**config.mk**
```make
export PLATFORM = sky130hd
export DESIGN_NAME = divider_seq_hs
export DESIGN_NICKNAME = d
export VERILOG_FILES = /design/src/rtl/divider_seq_hs.sv
export SDC_FILE = /design/constraint.sdc
export NUM_CORES = 1
export LEC_CHECK = 0
export BUFFER_PORTS_ARGS = -buffer_cell sky130_fd_sc_hd__buf_2
export CORE_MARGIN = 3
export CORE_UTILIZATION = 35
export CTS_BUF_LIST = sky130_fd_sc_hd__clkbuf_8 sky130_fd_sc_hd__clkbuf_16
export DETAILED_ROUTE_END_ITERATION = 12
export PLACE_DENSITY_LB_ADDON = 0.05
export SLEW_MARGIN = 15
export SYNTH_ARGS = -nofsm -noshare
export SYNTH_HDL_FRONTEND = slang
export SYNTH_SLANG_ARGS = --single-unit
```
**constraint.sdc**
```tcl
create_clock -name clk -period 6.1 [get_ports clk]
set_input_delay 1.525 -clock clk [delete_from_list [all_inputs] [get_ports clk]]
set_output_delay 1.525 -clock clk [all_outputs]
set_load 0.005 [all_outputs]
```
**src/rtl/divider_seq_hs.sv**
```systemverilog
// divider_seq_hs: multi-cycle restoring divider with signed/unsigned mode,
// divide-by-zero and overflow flags, and valid/ready handshakes on both sides.
// One quotient bit per cycle, MSB first; operands are reduced to magnitudes on
// accept and the signs are reapplied in a single fix-up cycle before DONE.
module divider_seq_hs #(
    parameter int unsigned N = 32
) (
    input  logic         clk,
    input  logic         rst,
    input  logic         in_valid,
    output logic         in_ready,
    input  logic         is_signed,
    input  logic [N-1:0] dividend,
    input  logic [N-1:0] divisor,
    output logic         out_valid,
    input  logic         out_ready,
    output logic [N-1:0] quotient,
    output logic [N-1:0] remainder,
    output logic         div_zero,
    output logic         overflow
);

    localparam int unsigned CW = $clog2(N + 1);

    typedef enum logic [1:0] {
        S_IDLE,
        S_CALC,
        S_FIX,
        S_DONE
    } state_t;

    state_t         state_q;
    logic [CW-1:0]  cnt_q;
    logic [N-1:0]   prem_q;      // partial remainder magnitude
    logic [N-1:0]   quo_q;       // dividend bits shift out, quotient bits shift in
    logic [N-1:0]   dsr_q;       // divisor magnitude
    logic           neg_quo_q;
    logic           neg_rem_q;
    logic           dz_q;
    logic           ovf_q;

    logic           in_ready_q;
    logic           out_valid_q;
    logic [N-1:0]   quotient_q;
    logic [N-1:0]   remainder_q;
    logic           div_zero_q;
    logic           overflow_q;

    logic [N:0]     rem_shift;
    logic [N-1:0]   prem_d;
    logic [N-1:0]   quo_d;
    logic           a_neg;
    logic           b_neg;
    logic [N-1:0]   a_mag;
    logic [N-1:0]   b_mag;
    logic           ovf_det;
    logic [N-1:0]   quo_fix;
    logic [N-1:0]   rem_fix;
    logic [N-1:0]   min_val;

    // Restoring step, operand magnitudes on accept, and sign fix-up values
    always_comb begin
        min_val   = '0;
        min_val[N-1] = 1'b1;

        // Compare at N+1 bits; the difference itself always fits in N bits
        rem_shift = {prem_q, quo_q[N-1]};
        if (rem_shift >= {1'b0, dsr_q}) begin
            prem_d = rem_shift[N-1:0] - dsr_q;
            quo_d  = {quo_q[N-2:0], 1'b1};
        end else begin
            prem_d = rem_shift[N-1:0];
            quo_d  = {quo_q[N-2:0], 1'b0};
        end

        a_neg   = is_signed & dividend[N-1];
        b_neg   = is_signed & divisor[N-1];
        a_mag   = a_neg ? -dividend : dividend;
        b_mag   = b_neg ? -divisor  : divisor;
        ovf_det = is_signed && (dividend == min_val) && (divisor == '1);

        quo_fix = neg_quo_q ? -quo_q  : quo_q;
        rem_fix = neg_rem_q ? -prem_q : prem_q;
    end

    // Control FSM with registered handshake and result outputs
    always_ff @(posedge clk or posedge rst) begin
        if (rst) begin
            state_q     <= S_IDLE;
            cnt_q       <= '0;
            prem_q      <= '0;
            quo_q       <= '0;
            dsr_q       <= '0;
            neg_quo_q   <= 1'b0;
            neg_rem_q   <= 1'b0;
            dz_q        <= 1'b0;
            ovf_q       <= 1'b0;
            in_ready_q  <= 1'b1;
            out_valid_q <= 1'b0;
            quotient_q  <= '0;
            remainder_q <= '0;
            div_zero_q  <= 1'b0;
            overflow_q  <= 1'b0;
        end else begin
            case (state_q)
                S_IDLE: begin
                    if (in_valid && in_ready_q) begin
                        in_ready_q <= 1'b0;
                        div_zero_q <= 1'b0;
                        overflow_q <= 1'b0;
                        if (divisor == '0) begin
                            // Divide-by-zero skips CALC; FIX publishes it uncorrected
                            quo_q     <= '1;
                            prem_q    <= dividend;
                            neg_quo_q <= 1'b0;
                            neg_rem_q <= 1'b0;
                            dz_q      <= 1'b1;
                            ovf_q     <= 1'b0;
                            state_q   <= S_FIX;
                        end else begin
                            quo_q     <= a_mag;
                            prem_q    <= '0;
                            dsr_q     <= b_mag;
                            neg_quo_q <= a_neg ^ b_neg;
                            neg_rem_q <= a_neg;
                            dz_q      <= 1'b0;
                            ovf_q     <= ovf_det;
                            cnt_q     <= CW'(N);
                            state_q   <= S_CALC;
                        end
                    end
                end
                S_CALC: begin
                    prem_q <= prem_d;
                    quo_q  <= quo_d;
                    cnt_q  <= cnt_q - CW'(1);
                    if (cnt_q == CW'(1)) begin
                        state_q <= S_FIX;
                    end
                end
                S_FIX: begin
                    // MIN / -1 needs no special case: |MIN| negated wraps back to MIN
                    quotient_q  <= quo_fix;
                    remainder_q <= rem_fix;
                    div_zero_q  <= dz_q;
                    overflow_q  <= ovf_q;
                    out_valid_q <= 1'b1;
                    state_q     <= S_DONE;
                end
                S_DONE: begin
                    if (out_ready) begin
                        out_valid_q <= 1'b0;
                        in_ready_q  <= 1'b1;
                        state_q     <= S_IDLE;
                    end
                end
                default: begin
                    out_valid_q <= 1'b0;
                    in_ready_q  <= 1'b1;
                    state_q     <= S_IDLE;
                end
            endcase
        end
    end

    assign in_ready  = in_ready_q;
    assign out_valid = out_valid_q;
    assign quotient  = quotient_q;
    assign remainder = remainder_q;
    assign div_zero  = div_zero_q;
    assign overflow  = overflow_q;

endmodule

```
==> results.sh <==
export IMPL_status="finished clean"
export IMPL_drtAntennaViolNets=0
export IMPL_finalSetupTns_ps=0
export IMPL_worstMarginPinSlew_ps=1010
export IMPL_utilization_pct=40.6
export IMPL_cp_required_ps=6490
export IMPL_period_share_pct=70.3
export IMPL_yosys_warnings=0
export IMPL_period_needed_ps=4290
export IMPL_cts_setup_buffers=0
export IMPL_r2r_end="prem_q[6]"
export IMPL_multi_input_area_mm2=0.00751
export IMPL_dieWidth_um=195
export IMPL_cts_tree="built"
export IMPL_syn_to_final_growth_pct=13.4
export IMPL_slew_viol_final=0
export IMPL_endpoint_kind="flop"
export IMPL_critPathLaunchType="primary input"
export IMPL_dieArea_mm2=0.0379
export IMPL_drv_cap=0
export IMPL_wl_per_cell_um=19.3
export IMPL_seq_area_mm2=0.00441
export IMPL_power_density_mw_per_mm2=176
export IMPL_placedCellCount=2046
export IMPL_coreArea_mm2=0.0348
export IMPL_fillerInstances=3639
export IMPL_firstDrtPassIters=5
export IMPL_gp_congestion=0.864
export IMPL_syn_instance_count=1536
export IMPL_vias=11337
export IMPL_drt_iter0_markers=800
export IMPL_crit_reg2reg_launch="prem_q[23]"
export IMPL_grt_pass1_wl_um=64000
export IMPL_path_max_fanout=18
export IMPL_cts_reportedPaths_clkPinSlew_ps=70
export IMPL_ys_types=77
export IMPL_grt_max_degree=102
export IMPL_whs_endpoint="dsr_q[19]"
export IMPL_rsz0062_at_grt="no"
export IMPL_hold_start="dsr_q[19]"
export IMPL_grt_pass1_vias=11001
export IMPL_drc=0
export IMPL_whs_ps=488
export IMPL_synth_edf_count=0
export IMPL_path_class="primary input to flop"
export IMPL_holdPathStages=2
export IMPL_cts_num_sinks=176
export IMPL_portBuffers=136
export IMPL_r2r_cells=9
export IMPL_fin_skew_ps=15.6
export IMPL_hpwl_um=30400
export IMPL_syn_cell_area_mm2=0.0124
export IMPL_power_leakage_nw=6.21
export IMPL_ys_flop_type="dfrtp_1"
export IMPL_start_util_pct=35.8
export IMPL_ir_worst_vdd_mv=0.202
export IMPL_hold_viol_final=0
export IMPL_final_nets=1724
export IMPL_post_cts_resized=0
export IMPL_hold_class="flop to flop"
export IMPL_max_slew_margin_pct=32.2
export IMPL_boundaryPins=137
export IMPL_dieHeight_um=195
export IMPL_worstPathArrival_ps=4680
export IMPL_antenna_cells=0
export IMPL_cts_buffers=17
export IMPL_grt_usage_pct=21.2
export IMPL_synth_fp_nets=1650
export IMPL_setup_viol_count_final=0
export IMPL_root_buffer="clkbuf_16"
export IMPL_clkLatencyLatePin_ps=450
export IMPL_reg2reg_slack_ps=2260
export IMPL_htree_levels=4
export IMPL_antenna_found_initial=0
export IMPL_max_freq_ghz=0.233
export IMPL_totalWireLength_um=40200
export IMPL_clk_path_buf_depth=2
export IMPL_gr_total_overflow=0
export IMPL_num_rows=68
export IMPL_async_flop_share_pct=100
export IMPL_ys_seq_area_share_pct=35.4
export IMPL_viasPerCell=5.46
export IMPL_cts_hold_buf=0
export IMPL_syn_area_per_cell_um2=8.10
export IMPL_p_total_mw=2.49
export IMPL_ys_ff_latch=176
export IMPL_finalNonFillerCells=2078
export IMPL_drive_above_1_share_pct=14.0
-- synthesized netlist by cell type (19+ instances only) --
master,number,area [um^2]
nand3_1,36,180
xnor2_1,42,368
nor2_1,151,567
o31ai_1,40,300
dfrtp_1,175,4380
nand2_1,161,604
mux2_2,19,214
nor3_1,31,155
a21oi_1,178,891
or4_1,20,150
xor2_1,88,771
ha_1,44,551
inv_1,60,225
o21ai_0,128,641
clkbuf_1,77,289
or3_1,32,200
-- placed cells by master, fill, tap and decap left out, drive strengths merged, types with 4 or more instances in the layout --
| master | count |
|---|---|
| clkinv | 6 |
| dfrtp | 175 |
| and2 | 10 |
| a31oi | 15 |
| nand2 | 161 |
| clkbuf | 21 |
| and3 | 10 |
| and4 | 5 |
| mux2i | 17 |
| o31ai | 40 |
| o22a | 6 |
| nor2b | 8 |
| nand2b | 11 |
| a21o | 14 |
| or4 | 21 |
| o21bai | 4 |
| or3 | 32 |
| xnor2 | 42 |
| o22ai | 11 |
| nand4 | 17 |
| or3b | 4 |
| nor4 | 17 |
| xor2 | 88 |
| inv | 61 |
| a211oi | 6 |
| o41ai | 17 |
| a21oi | 178 |
| o21a | 5 |
| ha | 44 |
| buf | 148 |
| o21ai | 129 |
| mux2 | 19 |
| or2 | 7 |
| nor3 | 33 |
| nand3 | 36 |
| nor2 | 151 |
-- registers in the layout (all words and copies together) (netlist names) --
name,flops
out_valid,1
quotient,32
cnt_q,6
in_ready,1
neg_quo_q,1
div_zero,1
remainder,32
quo_q,32
state_q,2
overflow,1
dz_q,1
prem_q,32
dsr_q,32
neg_rem_q,1
ovf_q,1
-- cell type report --
type	instances	share of cell area, %
tap	455	4.03
multi-input combinational	1206	53.2
clock buffer	21	3.40
timing repair buffer	148	5.55
inverter	61	1.65
sequential	176	31.2
clock inverter	11	0.931
-- metrics by stage --
stage | setup WS, ps | instance area, um^2
floorplan | 2080 | 12500
global placement | 1380 | 13500
detailed placement | 1320 | 13500
CTS | 1810 | 14100
global route | 1630 | 14100
finish | 1810 | 14100
-- cell families after synthesis --
group	after synthesis	share of synthesized area, %
mux	36	3.09
flops	176	35.4
xor+xnor	130	9.15
buf+inv	154	4.74
compound gates	456	21.7
fa+ha+maj	45	4.58
simple gates	539	21.3
-- worst max path at each step --
stage,startpoint,end,cells past startpoint
global placement,divisor[12],cnt_q[3],9
CTS,divisor[12],cnt_q[3],9
finish,divisor[12],quo_q[0],9
detailed placement,divisor[12],cnt_q[3],9
floorplan,divisor[12],dsr_q[13],8
global route,divisor[12],quo_q[0],9
-- worst max-delay path, stage by stage --
cell,delay (ps)
buf_2,130
or4_1,590
or4_1,530
or4_1,660
nor3_4,470
buf_4,340
nor3_1,70
a211oi_1,250
a21o_1,110
-- layer usage --
layer  up-vias  GRT usage [%]  part of all wire (%)
met5         -              0                     0
met4         0           5.24                   1.6
met3        30           3.33                   4.7
met2       279           31.7                    43
met1      5380           32.0                    51
li1       5648              -                     -
-- power by group --
part             switching, mW  leakage [nW]  internal, mW
combinational            0.107          3.72        0.0568
sequential     0.0000000000372          2.18          1.17
clock                    0.509         0.297         0.651
total                    0.615          6.21          1.87
Power figures use the tool's default switching activity.
